**src/rtl/reuleaux_triangle.sv**
```systemverilog
`timescale 1ns/1ps
// rtl/reuleaux_triangle.sv - outlined Reuleaux triangle rasteriser for a 160x120 frame buffer
//
// Draws three clipped Bresenham arcs of radius d. Each arc is centred on one
// corner of the equilateral triangle around (centre_x, centre_y). One
// candidate pixel is emitted per clock, and vga_plot qualifies it.
//
// Ports:
//   clk, rst_n   clock, asynchronous active-low reset
//   colour       pixel colour, passed straight through to vga_colour
//   centre_x/y   shape centre (0..159 / 0..119)
//   diameter     triangle diameter d, also the arc radius
//   start        level request, held high until done is seen
//   done         drawing complete (held while start stays high)
//   vga_x/y      registered candidate pixel, truncated to port width
//   vga_colour   combinational copy of colour
//   vga_plot     registered write strobe for vga_x/vga_y
//
// Optional build macro: REULEAUX_SCREEN_CLIP_EN also suppresses plots whose
// untruncated coordinate falls outside the 160x120 screen.
module reuleaux_triangle (
  input  logic       clk,
  input  logic       rst_n,
  input  logic [2:0] colour,
  input  logic [7:0] centre_x,
  input  logic [6:0] centre_y,
  input  logic [7:0] diameter,
  input  logic       start,
  output logic       done,
  output logic [7:0] vga_x,
  output logic [6:0] vga_y,
  output logic [2:0] vga_colour,
  output logic       vga_plot
);

  typedef enum logic [2:0] {
    ARC1 = 3'b000,
    ARC2 = 3'b001,
    ARC3 = 3'b010,
    DONE = 3'b100,
    IDLE = 3'b101
  } state_t;

  state_t state, nxt_state;

  // Arc engine registers describe the candidate currently on the outputs.
  logic signed [10:0] ox, oy, crit;
  logic               phase;
  logic signed [10:0] nxt_ox, nxt_oy, nxt_crit;
  logic               nxt_phase;

  logic signed [10:0] step_ox, step_oy, step_crit;
  logic               arc_end;

  logic signed [10:0] cx, cy, r, h, b, t;
  logic signed [10:0] c1x, c1y, c2x, c2y, c3x, c3y;
  logic [7:0]         b_u, t_u;

  logic signed [10:0] cand_x, cand_y;
  logic               cand_valid, on_arc;

  assign vga_colour = colour;

  // b ~ d*sqrt(3)/6 and t ~ d*sqrt(3)/3 in 10-bit fixed point.
  assign b_u = 8'(({10'd0, diameter} * 18'd296) >> 10);
  assign t_u = 8'(({10'd0, diameter} * 18'd591) >> 10);

  assign cx = $signed({3'b000, centre_x});
  assign cy = $signed({4'b0000, centre_y});
  assign r  = $signed({3'b000, diameter});
  assign h  = $signed({4'b0000, diameter[7:1]});
  assign b  = $signed({3'b000, b_u});
  assign t  = $signed({3'b000, t_u});

  assign c1x = cx;
  assign c1y = cy - t;
  assign c2x = cx + h;
  assign c2y = cy + b;
  assign c3x = cx - h;
  assign c3y = cy + b;

  // One Bresenham step, taken after both octant pixels of the current oy.
  always_comb begin
    step_oy = oy + 11'sd1;
    if (crit <= 11'sd0) begin
      step_ox   = ox;
      step_crit = crit + (step_oy <<< 1) + 11'sd1;
    end else begin
      step_ox   = ox - 11'sd1;
      step_crit = crit + ((step_oy - step_ox) <<< 1) + 11'sd1;
    end
    arc_end = (step_oy > step_ox);
  end

  // Next state and next engine values. The engine reloads whenever an arc
  // starts, so consecutive arcs run back to back.
  always_comb begin
    nxt_state = state;
    nxt_ox    = ox;
    nxt_oy    = oy;
    nxt_crit  = crit;
    nxt_phase = phase;
    case (state)
      IDLE: begin
        if (start) begin
          nxt_state = ARC2;
          nxt_ox    = r;
          nxt_oy    = 11'sd0;
          nxt_crit  = 11'sd1 - r;
          nxt_phase = 1'b0;
        end
      end
      ARC1, ARC2, ARC3: begin
        if (!phase) begin
          nxt_phase = 1'b1;
        end else if (!arc_end) begin
          nxt_ox    = step_ox;
          nxt_oy    = step_oy;
          nxt_crit  = step_crit;
          nxt_phase = 1'b0;
        end else begin
          case (state)
            ARC2:    nxt_state = ARC3;
            ARC3:    nxt_state = ARC1;
            default: nxt_state = DONE;
          endcase
          nxt_ox    = r;
          nxt_oy    = 11'sd0;
          nxt_crit  = 11'sd1 - r;
          nxt_phase = 1'b0;
        end
      end
      DONE: begin
        if (!start) nxt_state = IDLE;
      end
      default: nxt_state = IDLE;
    endcase
  end

  // Candidate pixel for the next cycle, derived from the next engine values
  // so that the state and the pixel on the outputs always agree.
  always_comb begin
    cand_x     = 11'sd0;
    cand_y     = 11'sd0;
    cand_valid = 1'b1;
    on_arc     = 1'b0;
    case (nxt_state)
      ARC2: begin
        cand_x = nxt_phase ? (c2x - nxt_oy) : (c2x - nxt_ox);
        cand_y = nxt_phase ? (c2y - nxt_ox) : (c2y - nxt_oy);
        on_arc = (cand_y >= c1y) && (cand_y <= c2y) && (cand_x <= cx);
      end
      ARC3: begin
        cand_x = nxt_phase ? (c3x + nxt_oy) : (c3x + nxt_ox);
        cand_y = nxt_phase ? (c3y - nxt_ox) : (c3y - nxt_oy);
        on_arc = (cand_y >= c1y) && (cand_y <= c2y) && (cand_x >= cx);
      end
      ARC1: begin
        cand_x = nxt_phase ? (c1x - nxt_oy) : (c1x + nxt_oy);
        cand_y = c1y + nxt_ox;
        on_arc = (cand_y >= c2y) && (cand_x >= c3x) && (cand_x <= c2x);
      end
      default: cand_valid = 1'b0;
    endcase
`ifdef REULEAUX_SCREEN_CLIP_EN
    if ((cand_x < 11'sd0) || (cand_x > 11'sd159) ||
        (cand_y < 11'sd0) || (cand_y > 11'sd119)) begin
      on_arc = 1'b0;
    end
`endif
  end

  always_ff @(posedge clk or negedge rst_n) begin
    if (!rst_n) begin
      state    <= IDLE;
      ox       <= 11'sd0;
      oy       <= 11'sd0;
      crit     <= 11'sd0;
      phase    <= 1'b0;
      done     <= 1'b0;
      vga_x    <= 8'd0;
      vga_y    <= 7'd0;
      vga_plot <= 1'b0;
    end else begin
      state    <= nxt_state;
      ox       <= nxt_ox;
      oy       <= nxt_oy;
      crit     <= nxt_crit;
      phase    <= nxt_phase;
      done     <= (nxt_state == DONE);
      vga_plot <= cand_valid && on_arc;
      // Outside the arcs the last pixel coordinates are simply held.
      if (cand_valid) begin
        vga_x <= cand_x[7:0];
        vga_y <= cand_y[6:0];
      end
    end
  end

endmodule

```
**config.mk**
```make
export PLATFORM = sky130hd
export DESIGN_NAME = reuleaux_triangle
export DESIGN_NICKNAME = d
export VERILOG_FILES = /design/src/rtl/reuleaux_triangle.sv
export SDC_FILE = /design/constraint.sdc
export NUM_CORES = 1
export LEC_CHECK = 0
export CORE_AREA = 3 3 133 135
export DETAILED_ROUTE_END_ITERATION = 16
export DIE_AREA = 0 0 136 138
export GPL_TIMING_DRIVEN = 1
export PLACE_DENSITY = 0.95
export REMOVE_ABC_BUFFERS = 1
export SYNTH_ARGS = -nofsm -noshare
export SYNTH_HDL_FRONTEND = slang
export SYNTH_SLANG_ARGS = --single-unit
```
**constraint.sdc**
```tcl
create_clock -name clk -period 11.7 [get_ports clk]
set_clock_uncertainty 0.15 [all_clocks]
set_input_delay 2.34 -clock clk [delete_from_list [all_inputs] [get_ports clk]]
set_output_delay 2.34 -clock clk [all_outputs]
set_load 0.02 [all_outputs]
```
; Yosys cells after proc, flatten, opt, wreduce, memory -nomap -nowiden
; Index checks and enable logic that the tools add are counted.
[classes]
mul = 2
eq_ne = 9
order_cmp = 9
n_reduce_logical = 13
addsub = 21
mux = 31
[op_table]
columns = cell, n
row1 = $mux W11, 15
row2 = $pmux W11 S2, 3
row3 = $add A9 B11 Y11, 4
row4 = $ge A11 B9 Y1, 4
row5 = $add A11 B2 Y11 const B, 3
row6 = $sub A9 B11 Y11, 3
row7 = $pmux W8 S3, 1
row8 = $add A11 B11 Y11, 2
row9 = $le A11 B9 Y1, 2
row10 = $sub A10 B11 Y11, 2
row11 = $mul A8 B10 Y18 const B, 1
row12 = $mul A8 B6 Y14 const B, 1
row13 = $pmux W7 S2, 1
row14 = $mux W3, 4
row15 = $gt A11 B11 Y1, 1
row16 = $le A11 B1 Y1 const B, 1
row17 = $le A11 B10 Y1, 1
row18 = $sub A11 B2 Y11 const B, 1
row19 = $sub A10 B10 Y10, 1
row20 = $add A8 B7 Y9, 1
row21 = $eq A3 B3 Y1 const B, 3
row22 = $pmux W3 S3, 1
row23 = $sub A1 B8 Y9 const A, 1
row24 = $sub A7 B8 Y9, 1
row25 = 15 further kinds, 27
[word_totals]
reg_bits = 54
word_cells = 94
output_inout_bits = 20

; Logic depth before layout (Yosys ltp)
; Gate-level depths: netlist of the first run.
[depth]
word_depth = 13
ltp_mapped = 35
depth_no_buf = 35

; Worst setup path before layout of the first run
; OpenSTA, ideal clock, no wires.
[synth_path]
path_kind = input port to flip-flop
start = input diameter[5]
end = register vga_plot
setup_ns = 0.082
required_ns = 11.468
arrival_time_ns = 8.630
setup_slack_ns = 2.838
stages = 32
cell_sequence = fa_1 -> inv_1 -> fa_1 -> inv_1 -> fa_1 -> fa_1 -> ha_1 -> a21o_1 -> a21oi_1 -> nor2_1 -> o31a_1 -> nor2_1 -> inv_1 -> ha_1 -> nor2b_1 -> o21ai_0 -> nand2b_1 -> a21o_1 -> a21o_1 -> xor2_1 -> ha_1 -> o21a_1 -> o31ai_1 -> nand2b_1 -> a21oi_1 -> xnor2_1 -> ha_1 -> o21ai_0 -> a21oi_1 -> nor4b_1 -> or4_1 -> o22ai_1
[synth_between]
elab_chain_cells = 10
word_cells_on_any_way = 34
cone_classes = 11 x add/sub / 2 x mul / 7 x order compare / 8 x mux / 6 x reduce/logical
[synth_rtl]
columns = element, line_no
row1 = "start, declared", 27  ; input logic [7:0] diameter,
row2 = "parallel branches: the longest is 8 deep, another holds $mul A8 B10 Y18", n/a
row3 = $pmux W1 S3 (*), 147  ; case (nxt_state)
row4 = $logic_and A1 B1 Y1 (*), 191  ; vga_plot <= cand_valid && on_arc;
row5 = "end signal, assigned", 191
row6 = "end, declared", 33  ; output logic vga_plot
; Mark *: on every way between the ends.
; A chain may end at the register's enable or synchronous reset.

; Worst setup path in the final report of the first run
; Same ends and word-level chain as after synthesis.

==> impl_metrics.json, run 1 <==
{
  "run_status": "finished, final reports clean",
  "die_w_um": 136,
  "grt-busiest-layer": "met2",
  "report.final.slew_viol_count": 0,
  "synth_top_area_cell": "sky130_fd_sc_hd__ha_1",
  "postCtsHoldBufs": 0,
  "timing.final.hold_violations": 0,
  "cts-htree-levels": 2,
  "multiInputGateArea_um2": 9230,
  "initial_drc_count": 1124,
  "syn-mean-instance-area_um2": 7.97,
  "use_met3_pct": 5.27,
  "synth_compound_gate_area_share_pct": 22.7,
  "finish.cell_count_without_fillers": 1674,
  "n_fill_cell": 1253,
  "worst_hold_path_type": "reg2reg",
  "cts.sink_count": 54,
  "number_of_i_o_port_buffers": 42,
  "mappedNetlistArea_um2": 11400,
  "startpoint_of_the_worst_register_to_register_path": "crit[1]",
  "final_min_period_over_clock_period_pct": 84.9,
  "final-seq-area_um2": 1350,
  "finalCoreUtilization_pct": 73.4,
  "ctsRootBufferMaster": "sky130_fd_sc_hd__clkbuf_16",
  "drc": 0,
  "synth_async_sr_flop_share_pct": 100,
  "worst-r2r-setup-slack_ns": 2.74,
  "final_antenna_net_count": 0,
  "yosys_register_bits": 54,
  "grt_overflow_total": 0,
  "fmaxAchievable_ghz": 0.101,
  "cp_data_required_time_ns": 11.79,
  "groute.layer.met1.usage_pct": 48.8,
  "main_flop_type_after_synthesis": "sky130_fd_sc_hd__dfrtp_1",
  "worst-endpoint-arrival_ns": 10.02,
  "critical_path.reg2reg.endpoint": "vga_plot",
  "fp.dieArea_um2": 18800,
  "grt_start_max_net_pins": 55,
  "place.detailed.hpwl_um": 26300,
  "place.detailed.instances": 1666,
  "layout_commonest_cell": "sky130_fd_sc_hd__ha_1",
  "area_growth_pct": 7.04,
  "cts_tree": "done",
  "io-pin-count": 49,
  "cts.repair_timing.setup_buffer_count": 0,
  "synthMuxAreaShare_pct": 1.07,
  "yosysWarningCount": 0,
  "crit_path_start": "diameter[5]",
  "met2_usage_pct": 53.6,
  "number_of_endpoints_failing_setup_at_the_final_stage": 0,
  "synth_top_cells_by_area": "sky130_fd_sc_hd__ha_1 27%, sky130_fd_sc_hd__dfrtp_1 11%, sky130_fd_sc_hd__xnor2_1 6.9%",
  "preCtsSetupSlack_ns": 1.50,
  "synth_enable_flop_cells": 0,
  "grt_setup_unrepaired": "no",
  "setup_crit_path_kind": "in2reg",
  "cts.clk_slew.worst_paths_ns": 0.08,
  "tightestPinTransition_ns": 1.05,
  "yosys.area_share.simple_pct": 14.9,
  "core_um2": 16600,
  "synth.distinct_cells": 87,
  "drt_first_pass_iters": 8,
  "synth.top_cell.area_share_pct": 26.5,
  "antenna_found_initial": 0,
  "die_h_um": 138,
  "drt-wirelength-per-cell_um": 19.4,
  "synthAdderAreaFrac_pct": 32.0,
  "finalWeightedCongestion": 0.998,
  "initial_core_util_pct": 68.6,
  "setup_slack_ns": 1.77,
  "num-nets-final": 1753,
  "critical-path-max-stage-delay_ns": 0.69,
  "rows": 47,
  "insertion_delay_ns": 0.32,
  "num_vias": 10697,
  "cts-resized-gates": 0,
  "yosysSeqAreaShare_pct": 11.9,
  "vias_per_cell": 6.39,
  "worstSetupStartpointType": "input port",
  "maxCapViolations": 0,
  "most-common-layout-cells": "241 x sky130_fd_sc_hd__ha_1, 164 x sky130_fd_sc_hd__inv_1, 118 x sky130_fd_sc_hd__a21oi_1",
  "drive_gt1_share_pct": 4.26,
  "syn_inst": 1427,
  "combinational_family_with_the_most_area_after_synthesis": "adder cells",
  "slew_headroom_pct": 28.8,
  "post_synth_xor_area_fraction_pct": 10.4,
  "clk_path_buf_depth": 2,
  "setup_total_negative_slack_ns": 0,
  "tritoncts.num_buffers": 5,
  "min_period_ns": 9.93,
  "grt_pass1_wl_um": 52300,
  "setup.worst_path.end_class": "register",
  "vias_in_the_first_global_route": 10415,
  "reg2reg_depth": 31,
  "n_antenna_cell": 0,
  "global_route.usage.total_pct": 34.4,
  "critPathSlowestCell": "sky130_fd_sc_hd__fa_1",
  "worstSetupEndpoint": "vga_plot",
  "finalWirelength_um": 32400,
  "cp_max_fo": 10
}
==> Yosys cell counts (25+ instances only) <==
library cell              instances
sky130_fd_sc_hd__a21o_1          42
sky130_fd_sc_hd__nand2_1        103
sky130_fd_sc_hd__dfrtp_1         52
sky130_fd_sc_hd__ha_1           241
sky130_fd_sc_hd__a21oi_1        118
sky130_fd_sc_hd__xnor2_1         90
sky130_fd_sc_hd__fa_1            30
sky130_fd_sc_hd__o21ai_0         81
sky130_fd_sc_hd__xor2_1          42
sky130_fd_sc_hd__o21a_1          25
sky130_fd_sc_hd__inv_1          164
sky130_fd_sc_hd__nor2_1         108
==> metal layers <==
layer	wire length [µm]	share of wire [%]
met1	14000	43
met3	2910	9.0
met4	1190	3.7
met2	14300	44
met5	0	0
==> worst max-delay path: cells and delay by family <==
kind	cells	cell delay, ns
buffers and inverters	4	0.87
adders and majority gates	8	3.20
AOI/OAI and AO/OA	12	2.26
and+or+nand+nor	6	1.13
xor gates and xnor gates	1	0.21
==> worst min path at each step <==
stage,from,end,depth (start not counted)
6_report,vga_x[3],vga_x[3],2
5_1_grt,vga_y[4],vga_y[4],2
4_1_cts,vga_y[4],vga_y[4],2
3_5_place_dp,vga_y[3],vga_y[3],2
3_3_place_gp,vga_y[4],vga_y[4],2
2_1_floorplan,crit[2],crit[2],2
==> kinds of logic (layout without fill, tap and decap cells) <==
group | Yosys count | after routing
fa+ha+maj | 273 | 273
compound gates | 394 | 394
mux | 12 | 12
xor+xnor | 134 | 134
buf+inv | 204 | 231
simple gates | 356 | 356
flops | 54 | 54
==> cell type report <==
| cell class | instances | area share (%) |
|---|---|---|
| Clock buffer | 5 | 1.03 |
| Clock inverter | 3 | 0.390 |
| Inverter | 167 | 5.15 |
| Multi-Input combinational cell | 1169 | 75.8 |
| Sequential cell | 54 | 11.1 |
| Tap cell | 220 | 2.26 |
| Timing Repair Buffer | 56 | 4.27 |
==> stage by stage <==
step | instance area (µm²) | hold slack (ns)
6_report | 12200 | 0.339
5_1_grt | 12200 | 0.365
3_5_place_dp | 12000 | 0.314
2_1_floorplan | 11200 | 0.356
4_1_cts | 12200 | 0.342
3_3_place_gp | 12000 | 0.312
==> flip-flops by register name (all words and copies together), names as in the netlist <==
signal,cells
phase,1
done,1
state,3
ox,11
crit,11
oy,11
vga_y,7
vga_plot,1
vga_x,8
Power of run 1 is not shown: default switching activity piles up to over one toggle a cycle in this logic, so the estimate is an artifact.
==> run 2: changes to the inputs <==
- CORE_AREA: 3 3 133 135 -> 3 3 138 140
- DIE_AREA: 0 0 136 138 -> 0 0 141 143
- PLACE_DENSITY: 0.95 -> 0.9
- clock period: 11.7 -> 10.3 ns (I/O delays scaled with it)
==> run 2 against run 1 <==
  * Via count up 2.4%
  * Non-clock buffer count up 1
  * First-iteration DRC count up 1.7%
  * Worst setup slack worse by 1.0 ns
  * Design area about the same
  * Sequential share of layout area about the same
  * Hold slack worse by 0.0034 ns
  * Global-route usage down 1.4 points
  * Wire length up 2.2%
  * Die area up 7.4%
  * Critical path depth up 4
  * Clock-buffer cell count up 2
  * Largest cell class unchanged
==> impl_metrics.json, run 2 (synthesized netlist as in run 1, its figures left out) <==
{
  "run_status": "finished, final reports clean",
  "drive_gt1_share_pct": 4.26,
  "timing.final.hold_violations": 0,
  "grt_start_max_net_pins": 55,
  "preCtsSetupSlack_ns": 0.549,
  "setup_slack_ns": 0.775,
  "most-common-layout-cells": "241 x sky130_fd_sc_hd__ha_1, 164 x sky130_fd_sc_hd__inv_1, 118 x sky130_fd_sc_hd__a21oi_1",
  "ctsRootBufferMaster": "sky130_fd_sc_hd__clkbuf_16",
  "antenna_found_initial": 0,
  "die_w_um": 141,
  "worst_hold_path_type": "reg2reg",
  "fp.dieArea_um2": 20200,
  "finalWeightedCongestion": 1.02,
  "setup.worst_path.end_class": "register",
  "cts.clk_slew.worst_paths_ns": 0.08,
  "reg_top3": "crit x11, ox x11, oy x11",
  "insertion_delay_ns": 0.32,
  "worst-endpoint-arrival_ns": 9.60,
  "num-nets-final": 1754,
  "fmaxAchievable_ghz": 0.105,
  "initial_core_util_pct": 63.3,
  "slew_headroom_pct": 24.0,
  "drt_first_pass_iters": 9,
  "worstSetupStartpointType": "input port",
  "cts_tree": "done",
  "maxCapViolations": 0,
  "timing.critical_path.mode_cell": "sky130_fd_sc_hd__inv_1",
  "finalWirelength_um": 33100,
  "worst_path_dominant_cell_family": "adder cells",
  "layout_commonest_cell": "sky130_fd_sc_hd__ha_1",
  "die_h_um": 143,
  "number_of_endpoints_failing_setup_at_the_final_stage": 0,
  "setup_crit_path_kind": "in2reg",
  "grt_overflow_total": 0,
  "drt-wirelength-per-cell_um": 19.7,
  "setup_total_negative_slack_ns": 0,
  "cts.sink_count": 54,
  "rows": 49,
  "cp_max_fo": 5,
  "core_um2": 18000,
  "number_of_i_o_port_buffers": 42,
  "n_antenna_cell": 0,
  "cp_data_required_time_ns": 10.38,
  "place.detailed.hpwl_um": 26700,
  "postCtsHoldBufs": 0,
  "global_route.usage.total_pct": 33.0,
  "vias_per_cell": 6.50,
  "drc": 0,
  "num_vias": 10950,
  "critPathSlowestCell": "sky130_fd_sc_hd__fa_1",
  "cts-htree-levels": 2,
  "grt_pass1_wl_um": 54000,
  "worstPathBufferInverterCount": 6,
  "tightestPinTransition_ns": 1.13,
  "initial_drc_count": 1143,
  "io-pin-count": 49,
  "final_antenna_net_count": 0,
  "grt_setup_unrepaired": "no",
  "tritoncts.num_buffers": 5,
  "critical-path-max-stage-delay_ns": 0.60,
  "report.final.slew_viol_count": 0,
  "min_period_ns": 9.52,
  "cts-resized-gates": 0,
  "clk_path_buf_depth": 2,
  "cts.repair_timing.setup_buffer_count": 0,
  "vias_in_the_first_global_route": 10738,
  "area_growth_pct": 6.98,
  "final_min_period_over_clock_period_pct": 92.5
}
## run 2: cell count changes in the layout (fill, tap and decap cells not counted), sizes merged
cell and change:
bufinv -1, buf +1, inv -1, clkbuf +2
## run 2: through the flow
| stage | utilization [%] | hold WS [ns] | instances | cell area [µm²] |
|---|---|---|---|---|
| floorplan | - | 0.356 | 1390 | 11200 |
| global placement | 66.9 | 0.313 | 1676 | 12000 |
| detailed placement | 66.9 | 0.321 | 1676 | 12000 |
| CTS | 67.8 | 0.339 | 1684 | 12200 |
| global route | 67.8 | 0.351 | 1684 | 12200 |
| finish | 67.8 | 0.336 | 1684 | 12200 |
## run 2: tightest hold or removal path, delay by kind of cell, from the launching register on
kind             cells  cell delay [ns]
flip-flops           1             0.35
AO/OA/AOI/OAI        1             0.06
AND/OR/NAND/NOR      1             0.04
## run 2: cell type report
class / count / area, µm²
multi-input combinational: 1169 / 9230
fill: 1410 / 5790
sequential: 54 / 1350
inverter: 167 / 627
timing repair buffer: 57 / 528
tap: 229 / 287
clock buffer: 7 / 143
clock inverter: 1 / 5.00
## run 2: path summary, 6_finish.rpt
path | startpoint | endpoint | slack (ns) | cells past startpoint
worst max-delay path | diameter[5] | vga_plot | 0.78 | 35
worst max register to register | crit[1] | vga_plot | 1.57 | 27
worst min-delay path | vga_x[0] | vga_x[0] | 0.34 | 2
max in group asynchronous | rst_n | state[1] | 7.72 | 2
min in group asynchronous | rst_n | crit[7] | 1.75 | 2
worst min register to register | vga_x[0] | vga_x[0] | 0.34 | 2
## run 2: routing by layer
metal | vias to the layer above | GRT usage, % | wire length (µm) | share of wire, %
li1 | 5075 | - | - | -
met1 | 5128 | 42.7 | 13500 | 41
met2 | 597 | 53.8 | 14900 | 45
met3 | 150 | 5.49 | 2900 | 8.7
met4 | 0 | 15.8 | 1790 | 5.4
met5 | - | 0 | 0 | 0
Power of run 2 is left out for the same reason.
